===== src/rtl/alu_md_ctrl.sv =====
// EX-stage ALU control decode, combinational ALU and iterative mult/div unit with HI/LO.
// Define ALU_MD_SIGNED_EN to make mult/div signed (one extra sign-correction cycle).
module alu_md_ctrl #(
    parameter int unsigned WIDTH = 32,
    parameter int unsigned CNT_W = 6
) (
    input  logic             clk,
    input  logic             rst_n,
    input  logic             issue_valid,
    input  logic [1:0]       aluOp,
    input  logic [5:0]       funct,
    input  logic [WIDTH-1:0] a,
    input  logic [WIDTH-1:0] b,
    output logic [WIDTH-1:0] result,
    output logic             zero,
    output logic             stall,
    output logic             md_busy,
    output logic             md_done,
    output logic [WIDTH-1:0] hi,
    output logic [WIDTH-1:0] lo
);

    localparam int unsigned W2 = 2 * WIDTH;

    typedef enum logic [2:0] {
        S_IDLE = 3'd0,
        S_MUL  = 3'd1,
        S_DIV  = 3'd2,
        S_FIX  = 3'd3,
        S_DONE = 3'd4
    } state_e;

    state_e           state_q, state_d;
    logic [CNT_W-1:0] cnt_q;
    logic [W2-1:0]    wk_q;
    logic [WIDTH-1:0] op_q, hi_q, lo_q;

    logic rtype, is_hilo, is_mul, is_div, is_mthi, is_mtlo;
    logic accept, start_md, iterating, last_iter;
    logic [WIDTH-1:0] a_mag, b_mag;

    // HI/LO-class functs are 0100xx and 0110xx
    assign rtype    = (aluOp == 2'b10);
    assign is_hilo  = rtype && ((funct[5:2] == 4'b0110) || (funct[5:2] == 4'b0100));
    assign is_mul   = rtype && (funct[5:1] == 5'b01100);
    assign is_div   = rtype && (funct[5:1] == 5'b01101);
    assign is_mthi  = rtype && (funct == 6'b010001);
    assign is_mtlo  = rtype && (funct == 6'b010011);

    assign stall     = issue_valid & md_busy & is_hilo;
    assign accept    = issue_valid & ~stall;
    assign start_md  = accept & (is_mul | is_div);
    assign iterating = (state_q == S_MUL) || (state_q == S_DIV);
    assign last_iter = iterating && (cnt_q == CNT_W'(WIDTH - 1));

    always_comb begin
        result = '0;
        case (aluOp)
            2'b00: result = a + b;
            2'b01: result = a - b;
            2'b11: result = a & b;
            default: begin
                case (funct)
                    6'b100000: result = a + b;
                    6'b100010: result = a - b;
                    6'b100100: result = a & b;
                    6'b100101: result = a | b;
                    6'b100110: result = a ^ b;
                    6'b100111: result = ~(a | b);
                    6'b101010: result = WIDTH'($signed(a) < $signed(b));
                    6'b101011: result = WIDTH'(a < b);
                    6'b010000: result = hi_q;
                    6'b010010: result = lo_q;
                    default:   result = '0;
                endcase
            end
        endcase
    end

    assign zero = (result == '0);

    // One iteration step: shift-add for multiply, restoring step for divide
    logic [WIDTH:0]   mul_sum, div_sh;
    logic [WIDTH-1:0] div_diff;
    logic             div_ge;
    logic [W2-1:0]    step_next;

    always_comb begin
        mul_sum   = {1'b0, wk_q[W2-1:WIDTH]} + (wk_q[0] ? {1'b0, op_q} : '0);
        div_sh    = {wk_q[W2-1:WIDTH], wk_q[WIDTH-1]};
        div_ge    = (div_sh >= {1'b0, op_q});
        div_diff  = div_sh[WIDTH-1:0] - op_q;
        step_next = {mul_sum, wk_q[WIDTH-1:1]};
        if (state_q == S_DIV) begin
            step_next = {(div_ge ? div_diff : div_sh[WIDTH-1:0]), wk_q[WIDTH-2:0], div_ge};
        end
    end

`ifdef ALU_MD_SIGNED_EN
    logic             neg_q_q, neg_r_q, dz_q, div_q;
    logic [W2-1:0]    prod_fix;
    logic [WIDTH-1:0] quo_fix, rem_fix;

    assign a_mag = a[WIDTH-1] ? -a : a;
    assign b_mag = b[WIDTH-1] ? -b : b;

    always_comb begin
        prod_fix = neg_q_q ? -wk_q : wk_q;
        quo_fix  = dz_q ? '1 : (neg_q_q ? -wk_q[WIDTH-1:0] : wk_q[WIDTH-1:0]);
        rem_fix  = neg_r_q ? -wk_q[W2-1:WIDTH] : wk_q[W2-1:WIDTH];
    end

    // Sign bookkeeping captured with the operands
    always_ff @(posedge clk or negedge rst_n) begin
        if (!rst_n) begin
            neg_q_q <= 1'b0;
            neg_r_q <= 1'b0;
            dz_q    <= 1'b0;
            div_q   <= 1'b0;
        end else if (start_md) begin
            neg_q_q <= a[WIDTH-1] ^ b[WIDTH-1];
            neg_r_q <= a[WIDTH-1];
            dz_q    <= is_div && (b == '0);
            div_q   <= is_div;
        end
    end
`else
    assign a_mag = a;
    assign b_mag = b;
`endif

    always_ff @(posedge clk or negedge rst_n) begin
        if (!rst_n) begin
            state_q <= S_IDLE;
        end else begin
            state_q <= state_d;
        end
    end

    always_comb begin
        state_d = state_q;
        case (state_q)
            S_IDLE, S_DONE: begin
                if (start_md && is_mul) begin
                    state_d = S_MUL;
                end else if (start_md) begin
                    state_d = S_DIV;
                end else begin
                    state_d = S_IDLE;
                end
            end
            S_MUL, S_DIV: begin
                if (last_iter) begin
`ifdef ALU_MD_SIGNED_EN
                    state_d = S_FIX;
`else
                    state_d = S_DONE;
`endif
                end
            end
            S_FIX:   state_d = S_DONE;
            default: state_d = S_IDLE;
        endcase
    end

    always_comb begin
        md_busy = 1'b0;
        md_done = 1'b0;
        case (state_q)
            S_MUL, S_DIV, S_FIX: md_busy = 1'b1;
            S_DONE:              md_done = 1'b1;
            default: ;
        endcase
    end

    // Working register: mult {acc, multiplier}, div {remainder, quotient}
    always_ff @(posedge clk or negedge rst_n) begin
        if (!rst_n) begin
            cnt_q <= '0;
            wk_q  <= '0;
            op_q  <= '0;
            hi_q  <= '0;
            lo_q  <= '0;
        end else begin
            if (start_md) begin
                cnt_q <= '0;
                op_q  <= b_mag;
                wk_q  <= {{WIDTH{1'b0}}, a_mag};
            end else if (iterating) begin
                cnt_q <= cnt_q + CNT_W'(1);
                wk_q  <= step_next;
            end
`ifdef ALU_MD_SIGNED_EN
            if (state_q == S_FIX) begin
                hi_q <= div_q ? rem_fix : prod_fix[W2-1:WIDTH];
                lo_q <= div_q ? quo_fix : prod_fix[WIDTH-1:0];
            end
`else
            if (last_iter) begin
                hi_q <= step_next[W2-1:WIDTH];
                lo_q <= step_next[WIDTH-1:0];
            end
`endif
            if (accept && is_mthi) hi_q <= a;
            if (accept && is_mtlo) lo_q <= a;
        end
    end

    assign hi = hi_q;
    assign lo = lo_q;

endmodule


===== config.mk =====
export PLATFORM = sky130hd
export DESIGN_NAME = alu_md_ctrl
export DESIGN_NICKNAME = d
export VERILOG_FILES = /design/src/rtl/alu_md_ctrl.sv
export SDC_FILE = /design/constraint.sdc
export NUM_CORES = 1
export LEC_CHECK = 0
export ABC_AREA = 1
export CORE_MARGIN = 2
export CORE_UTILIZATION = 50
export DETAILED_ROUTE_END_ITERATION = 10
export PLACE_DENSITY = 0.71
export SETUP_SLACK_MARGIN = 0.02
export SLEW_MARGIN = 20
export SYNTH_ARGS = -nofsm -noshare
export SYNTH_HDL_FRONTEND = slang
export SYNTH_SLANG_ARGS = --single-unit

===== constraint.sdc =====
create_clock -name clk -period 5.01 [get_ports clk]
set_input_delay 0.7515 -clock clk [delete_from_list [all_inputs] [get_ports clk]]
set_output_delay 0.7515 -clock clk [all_outputs]
set_load 0.005 [all_outputs]

# ---- Word level (Yosys, flattened, before mapping)
# Index checks and enable logic that the tools add are counted.
# W data, S select, Z words.
dict set report word_totals {
  register_bits 169
  output_inout_bits 100
  input_bits 75
  word_cells 88
}
dict set report op_classes {
  n_bitwise 10
  n_addsub 5
  n_eq_ne 25
  muxes 19
  n_reduce_logical 20
  n_lt_le_gt_ge 3
}
# cell n
set op_table {}
lappend op_table {{$pmux W32 S10} 1}
lappend op_table {{$mux W32} 6}
lappend op_table {{$mux W64} 3}
lappend op_table {{$pmux W32 S3} 1}
lappend op_table {{$lt A32 B32 Y1} 2}
lappend op_table {{$sub A32 B32 Y32} 2}
lappend op_table {{$eq A6 B6 Y1 const B} 8}
lappend op_table {{$add A32 B32 Y33} 1}
lappend op_table {{$ge A33 B32 Y1} 1}
lappend op_table {{$add A32 B32 Y32} 1}
lappend op_table {{$and A32 B32 Y32} 1}
lappend op_table {{$logic_not A32 Y1} 1}
lappend op_table {{$not A32 Y32} 1}
lappend op_table {{$or A32 B32 Y32} 1}
lappend op_table {{$xor A32 B32 Y32} 1}
lappend op_table {{$eq A6 B5 Y1 const B} 5}
lappend op_table {{$mux W6} 2}
lappend op_table {{$eq A5 B4 Y1 const B} 2}
lappend op_table {{$logic_and A1 B1 Y1} 9}
lappend op_table {{$pmux W3 S3} 1}
lappend op_table {{$eq A4 B3 Y1 const B} 2}
lappend op_table {{$add A6 B1 Y6 const B} 1}
lappend op_table {{$eq A3 B2 Y1 const B} 2}
lappend op_table {{$reduce_bool A2 Y1} 3}
lappend op_table {{16 further kinds} 24}

# ---- Depth between registers and ports, before layout
# Gate-level depths: netlist of run 1.
dict set report logic_depth {
  depth_word 11
  ltp_mapped 23
  depth_no_buf 22
}

# ---- Least setup slack after synthesis of run 1
# OpenSTA, ideal clock, no wires.
dict set report synth_path {
  path_kind {input port to output port}
  start {input port a[0]}
  end {output port zero}
  t_arrival_ns 2.725
  t_required_ns 4.259
  setup_slack_ns 1.533
  path_stages 19
  path_buffers 0
  path_cell_list {inv_1 > ha_1 > fa_1 > nor2_1 > nand2_1 > nand3_1 > nand2_1 > nand2_2 > nand2_1 > nand2_1 > nand2_1 > nand3_1 > o21ai_1 > nand3b_1 > nor2_1 > nand2_1 > nor2_1 > nand2_1 > nor2_1}
}
dict set report synth_via {
  elab_cells_between_ends 11
  classes_between {add/sub: 2; order compare: 2; mux: 2; bitwise: 4; reduce/logical: 1}
}
# element line_no
set synth_lines {}
lappend synth_lines {{start: declaration} 12} ;# input logic [WIDTH-1:0] a,
lappend synth_lines {{$sub A32 B32 Y32 / $add A32 B32 Y32 (equally long branches)} n/a}
lappend synth_lines {{$pmux W32 S10} 63} ;# case (funct)
lappend synth_lines {{$pmux W32 S3 (*)} 58} ;# case (aluOp)
lappend synth_lines {{net result[16]} 14} ;# output logic [WIDTH-1:0] result,
lappend synth_lines {{$logic_not A32 Y1 (*)} 80} ;# assign zero = (result == '0);
lappend synth_lines {{end: declaration} 15} ;# output logic zero,
# The timed path passes the listed nets; every way through them passes the cells marked *.

# ---- Worst setup path after layout of run 1
dict set report layout_path {
  start {input port funct[1]}
  end {output port result[22]}
}
dict set report layout_via {
  elab_chain_len 3
  elab_cells_between_ends 12
  classes_between {eq/ne: 10; mux: 2}
}
# element line_no
set layout_lines {}
lappend layout_lines {{start: declaration} 11} ;# input logic [5:0] funct,
lappend layout_lines {{$eq A6 B5 Y1 / $eq A6 B6 Y1 (equally long branches)} 63}
lappend layout_lines {{$pmux W32 S10 (*)} 63}
lappend layout_lines {{$pmux W32 S3 (*)} 58}
lappend layout_lines {{end: declaration} 14}
# Mark *: on every way between the ends. The rest lies on a longest branch, timed or not.

==> summary.md, run 1 <==
| Metric | Value |
|---|---|
| Status | `finished, final reports clean` |
| Most common cell after layout, fill and taps aside | `nand2_1` |
| Largest net degree at the start of global routing | `170` |
| Worst path most repeated cell | `buf_4` |
| Die H | `a little over 200 um` |
| Max incr delay on CP | `0.87 ns` |
| Net Count, Synth | `3,525` |
| Crit path DAT | `4.01 ns` |
| Total Neg Setup Slack | `0 ns` |
| Dpl ws | `-0.370 ns` |
| IO Port Bufs | `around 170` |
| Clk root buf | `clkbuf_16` |
| Share of cells above drive strength 1 | `17.4%` |
| Sw Ratio | `49.3%` |
| DR iter-0 viols | `~3,300` |
| Fmax | `0.210 GHz` |
| CTS Buf Count | `17` |
| Tightest Hold Check Type | `in2async` |
| Seq pwr share | `approximately a quarter` |
| CP Buf/Inv Count | `6` |
| Routed WL | `94.8 mm` |
| Main combinational cell family by area after synthesis | `simple AND/OR/NAND/NOR gates` |
| Post-synthesis xor/xnor area fraction | `2.52%` |
| First-pass GRT wire length | `about 140 mm` |
| Core area | `~0.04 mm2` |
| Dpl cell area | `roughly 0.025 mm2` |
| RSZ-0062 raised after global routing | `no` |
| DR DRC count | `0` |
| Max Slew Vio Count | `0` |
| Ys Warns | `0` |
| Final worst slack | `0.251 ns` |
| GPL Wtd Cong | `1.08` |
| Largest delay share family, worst path | `buffers and inverters` |
| Vias per cell | `5.97` |
| Ant diodes | `0` |
| Die Span X | `slightly above 200 um` |
| Synth Cell Area | `0.0202 mm2` |
| Critical path class | `in2out` |
| Hold Buf Count CTS | `0` |
| Cell variety after synth | `56` |
| Antenna violations before repair | `1` |
| EDFF count, synth | `0` |
| DR vias | `25,500` |
| Asr flop ratio synth | `100%` |
| CTS tree | `yes` |
| Hold WS | `0.324 ns` |
| Placed Instances | `4,232` |
| Final #Nets | `3,981` |
| Crit-path max FO | `9` |
| Post-synthesis mux area share | `0.447%` |
| Core Util, Final | `66.0%` |
| Post-synth top area share | `21.0%` |
| Leak | `13.6 nW` |
| Total chip power | `9.90 mW` |
| First-pass DRT Iterations | `6` |
| Layout Cells excl Fill | `between 4,000 and 5,000` |
| Cell area power density | `378 mW/mm2` |
| Combinational share of power | `a little over 60%` |
| CP Capture Type | `output pin` |
| Clk slew on worst S/H paths | `0.07 ns` |
| FP Rows | `73` |
| Period minus WS final | `4.76 ns` |
| P&R area growth vs syn | `29.9%` |
| Gate Count Post-Synth | `3,285` |
| Maxcap violations | `0` |
| Critical-path top delay cell | `nor2_1` |
| Grt ovf | `0` |
| Initial Util | `50.8%` |
| Synth Register Bits | `approximately 170` |
| H-tree depth | `4` |
| Total GRT Usage | `around 44%` |
| Tcrit/Tclk final | `between 90% and 100%` |
| Worst Max-Slew Pin Slew | `~1.1 ns` |
| Clock share of power | `between 10% and 20%` |
| Ys flop type | `dfrtp_1` |
| Worst vdd ir | `0.000345 V` |
| Crit-path cells | `clkdlybuf4s50_1, nor2_2, inv_1, nor2_1, buf_4, a22o_1, nor3_1, buf_4, nand3_1, nand2_1, nand2_1, buf_4, clkdlybuf4s50_1` |
| Vias in the first global route | `24,100` |
| Cell area after layout | `0.0262 mm2` |
| Clock Skews | `0.0129 ns` |
| Clock Sinks | `169` |
| Synth Area in Compound Gates | `between 10% and 20%` |
| Antenna-violating nets left | `0` |
| CTS max path bufs | `2` |
| Slew headroom | `around a quarter` |
| Final setup violation count | `0` |
| Synth area leaders | `dfrtp_1, nand2_1, ha_1, inv_1, nand3_1` |
| Internal power | `5.02 mW` |
| Routed WL per cell | `22.2 um` |
| Most frequent cells in the layout | `nand2_1, inv_1, buf_4, nand3_1, nor2_1` |
| Leading area contributor after synthesis | `dfrtp_1` |
| Net switching power | `4.89 mW` |
| Clk_lat worst skew | `0.45 ns` |
| Synth Area in Adders | `10.4%` |
| Critical Path Start Type | `input port` |
| Register area share after synthesis | `21.0%` |
| Worst EP required | `4.26 ns` |
| Area of the die | `0.0420 mm2` |
| Final hold violations | `0` |
| I/O pins | `175` |
| Dpl hpwl | `76.0 mm` |
| Post-synthesis simple-gate area fraction | `35.5%` |
| Syn Area/Cell | `between 6 and 7 um2` |
routing by layer:
metal  share of wire (%)  up-vias  GRT usage, %  routed length, um
met5                   0        -             0                  0
met1                  39    11800          56.9              37000
met3                  12      342          9.47              11000
li1                    -    11600             -                  -
met4                 7.1        0          26.6               6740
met2                  42     1786          67.9              40100
sequential cells by signal, indices dropped and copies added, names as in the netlist:
register	flops
cnt_q	6
op_q	32
lo	32
hi	32
wk_q	64
state_q	3
worst reg2reg max path, delay by kind of cell (launching register included):
| kind | cells | cell delay (ns) |
|---|---|---|
| compound gates | 5 | 1.58 |
| simple gates | 5 | 1.03 |
| flops | 1 | 0.41 |
| fa+ha+maj | 1 | 0.34 |
| buf+inv | 2 | 0.16 |
logic make-up after synthesis:
family	count (synthesis)
mux	9
simple gates	1663
compound gates	567
fa+ha+maj	165
buf+inv	654
xor+xnor	58
flops	169
final cells by class:
| class | count | area [um2] |
|---|---|---|
| Clock buffer | 17 | 425 |
| Clock inverter | 14 | 186 |
| Fill cell | 3586 | 13500 |
| Inverter | 532 | 2000 |
| Multi-Input combinational cell | 2462 | 14000 |
| Sequential cell | 169 | 4230 |
| Tap cell | 525 | 657 |
| Timing Repair Buffer | 559 | 4710 |
cells in the mapped netlist (9+ instances only):
master and number:
xnor2_1 23, buf_6 20, a21o_1 13, nand2_1 1004, o21bai_1 22, buf_4 13, nand2_2 20, nand4_1 90
a31oi_1 10, buf_2 27, clkbuf_1 51, nor2_2 28, o21ai_1 41, o221ai_1 44, o211ai_1 34, a21oi_1 141
inv_1 504, inv_2 26, o22ai_1 51, nand3_1 221, xor2_1 35, mux2i_1 9, and2_1 10, ha_1 161
dfrtp_1 169, nor2_1 210, nor3_1 39, o21ai_0 170
power by group through the flow:
stage	combinational (mW)	sequential, mW	clock, mW
3_3_place_gp	5.61	2.39	0
4_1_cts	5.82	2.39	1.41
6_report	6.07	2.43	1.41
2_1_floorplan	3.60	2.20	0
5_1_grt	6.59	2.45	1.47
3_5_place_dp	5.72	2.40	0
final timing paths:
kind,slack (ns),cells past startpoint,to,start
max in group asynchronous,3.82,2,hi[27],rst_n
worst max register to register,1.38,13,hi[29],op_q[4]
worst min-delay path,0.32,2,cnt_q[3],rst_n
min in group clk,0.50,2,wk_q[30],wk_q[30]
worst max-delay path,0.25,13,result[22],funct[1]
worst min register to register,0.50,2,wk_q[30],wk_q[30]
what timing repair did:
action                                  CTS  global route
pin swaps                                 4            36
setup buffers                             0            15
gates resized for setup                  73           121
endpoints found under the setup margin    1             1
Power figures use the tool's default switching activity.
==> inputs of run 2 (changes only) <==
--- a/constraint.sdc
+++ b/constraint.sdc
@@ -3,2 +3,2 @@
 set_output_delay 0.7515 -clock clk [all_outputs]
-set_load 0.005 [all_outputs]
+set_load 0.05 [all_outputs]
==> summary.md, run 2 (synthesis results as in run 1) <==
| Metric | Value |
|---|---|
| Area of the die | `0.0420 mm2 (unchanged)` |
| First-pass GRT wire length | `138 mm (-1.7%)` |
| Routed WL | `92.6 mm (-2.4%)` |
| Critical Path Start Type | `input port` |
| Antenna violations before repair | `2 (+1)` |
| Final setup violation count | `0 (unchanged)` |
| DR iter-0 viols | `2,984 (-10%)` |
| Die Span X | `205 um (unchanged)` |
| Most flops, register | `wk_q` |
| Cell area after layout | `0.0243 mm2 (-7.4%)` |
| H-tree depth | `4 (unchanged)` |
| Total Neg Setup Slack | `0 ns (unchanged)` |
| Initial Util | `50.8% (unchanged)` |
| Clock Sinks | `169 (unchanged)` |
| Clock Skews | `0.0135 ns (+0.000581 ns)` |
| Routed WL per cell | `22.9 um (+3.1%)` |
| CTS max path bufs | `2 (unchanged)` |
| CTS tree | `yes` |
| DR DRC count | `0 (unchanged)` |
| FF/Latch Area | `0.00423 mm2 (unchanged)` |
| Layout Cells excl Fill | `4,049 (-5.4%)` |
| Largest delay share family, worst path | `simple AND/OR/NAND/NOR gates` |
| Vias per cell | `6.08 (+1.9%)` |
| Tcrit/Tclk final | `98.3% (+3.3 points)` |
| Crit path DAT | `4.17 ns (+0.16 ns)` |
| First-pass DRT Iterations | `8 (+2)` |
| Dpl cell area | `0.0234 mm2 (-5.2%)` |
| Dpl hpwl | `73.9 mm (-2.7%)` |
| Multi-input gate area | `0.0135 mm2 (-3.5%)` |
| Status | `finished, final reports clean` |
| CP Capture Type | `output pin` |
| I/O pins | `175 (unchanged)` |
| Tightest Hold Check Type | `in2async` |
| Leak | `12.4 nW (-8.9%)` |
| Vias in the first global route | `23,300 (-3.3%)` |
| Final worst slack | `0.0858 ns (-0.165 ns)` |
| RSZ-0062 raised after global routing | `no` |
| Clk_lat worst skew | `0.45 ns (about the same)` |
| Most frequent cells in the layout | `nand2_1, inv_1, nand3_1, nor2_1, o21ai_0` |
| Post-CTS Setup Bufs | `0 (unchanged)` |
| P&R area growth vs syn | `20.3%` |
| Slew headroom | `29.3% (+5.4 points)` |
| Critical-path top delay cell | `clkdlybuf4s50_1` |
| Grt ovf | `0 (unchanged)` |
| Max incr delay on CP | `0.55 ns (-0.32 ns)` |
| Clk root buf | `clkbuf_16` |
| Clk slew on worst S/H paths | `0.07 ns (about the same)` |
| DR vias | `24,600 (-3.6%)` |
| Worst Max-Slew Pin Slew | `1.06 ns (-0.0765 ns)` |
| Worst vdd ir | `0.000432 V (+25%)` |
| Most common cell after layout, fill and taps aside | `nand2_1` |
| FP Rows | `73 (unchanged)` |
| GPL Wtd Cong | `1.07 (-1.2%)` |
| IO Port Bufs | `174 (unchanged)` |
| Crit-path cells | `clkdlybuf4s50_1, inv_1, ha_2, inv_1, nand2_1, inv_1, nand2_1, nand2_1, a21oi_2, nor2_1, nor2_2, nand3_1, nand3_1, nand3_1, nand2_1, nand3_1, nor2_1, nand2_1, nor2_2, buf_12` |
| Antenna-violating nets left | `0 (unchanged)` |
| Fmax | `0.203 GHz (-3.4%)` |
| Ant diodes | `0 (unchanged)` |
| Final hold violations | `0 (unchanged)` |
| Fillcell total | `3,731 (+4.0%)` |
| CP Buf/Inv Count | `5 (-1)` |
| Worst EP required | `4.26 ns (about the same)` |
| Max reg flops | `64 (unchanged)` |
| Crit-path max FO | `9 (unchanged)` |
| Core area | `0.0397 mm2 (unchanged)` |
| Hold Buf Count CTS | `0 (unchanged)` |
| Share of cells above drive strength 1 | `11.0% (-6.4 points)` |
| Critical path class | `in2out` |
| CTS Buf Count | `17 (unchanged)` |
| Total GRT Usage | `43.8% (-0.38 points)` |
| Worst path most repeated cell | `nand2_1` |
| Maxcap violations | `0 (unchanged)` |
| Max Slew Vio Count | `0 (unchanged)` |
| Period minus WS final | `4.92 ns (+0.165 ns)` |
| Largest net degree at the start of global routing | `170 (unchanged)` |
| Dpl ws | `-0.187 ns (+0.182 ns)` |
| Final #Nets | `3,751 (-5.8%)` |
| Cell area power density | `428 mW/mm2 (+13%)` |
| Placed Instances | `4,017 (-5.1%)` |
| Die H | `205 um (unchanged)` |
-- run 2: metal layers --
| metal | GRT usage, % | share of wire (%) | up-vias |
|---|---|---|---|
| met5 | 0 | 0 | - |
| met1 | 56.8 | 38 | 11400 |
| met3 | 7.99 | 12 | 356 |
| met2 | 67.7 | 42 | 1706 |
| li1 | - | - | 11200 |
| met4 | 26.8 | 7.4 | 0 |
-- run 2: power by group --
group	total, mW	internal (mW)	switching [mW]
logic	6.64	2.25	4.38
clock network	1.33	0.725	0.609
registers	2.43	1.85	0.572
total	10.4	4.83	5.56
-- run 2: worst paths after layout --
kind / startpoint / end / slack [ns] / cells after the start
worst max-delay path: a[23] / zero / 0.09 / 20
worst min-delay path: rst_n / cnt_q[4] / 0.39 / 2
worst max register to register: wk_q[31] / hi[21] / 1.39 / 14
worst min register to register: wk_q[5] / wk_q[5] / 0.50 / 2
max in group asynchronous: rst_n / lo[28] / 3.79 / 2
min in group clk: wk_q[5] / wk_q[5] / 0.50 / 2
-- run 2: per-stage QoR --
stage / power (mW) / util [%] / hold slack (ns)
after floorplan: 6.59 / - / 0.456
after global placement: 8.67 / 59.0 / 0.474
after detailed placement: 8.81 / 59.0 / 0.481
after CTS: 10.2 / 60.6 / 0.496
after global routing: 11.0 / 61.1 / 0.504
final: 10.4 / 61.1 / 0.391
-- run 2: final cells by class --
cell class	count	share of cell area, %
inverter	532	8.23
sequential	169	17.4
clock buffer	19	1.87
clock inverter	13	0.546
timing repair buffer	329	13.5
multi-input combinational	2462	55.7
tap	525	2.71
-- run 2: what timing repair did --
action,in CTS,in global routing
pin swaps,0,0
endpoints found under the setup margin,1,1
gates resized for setup,7,56
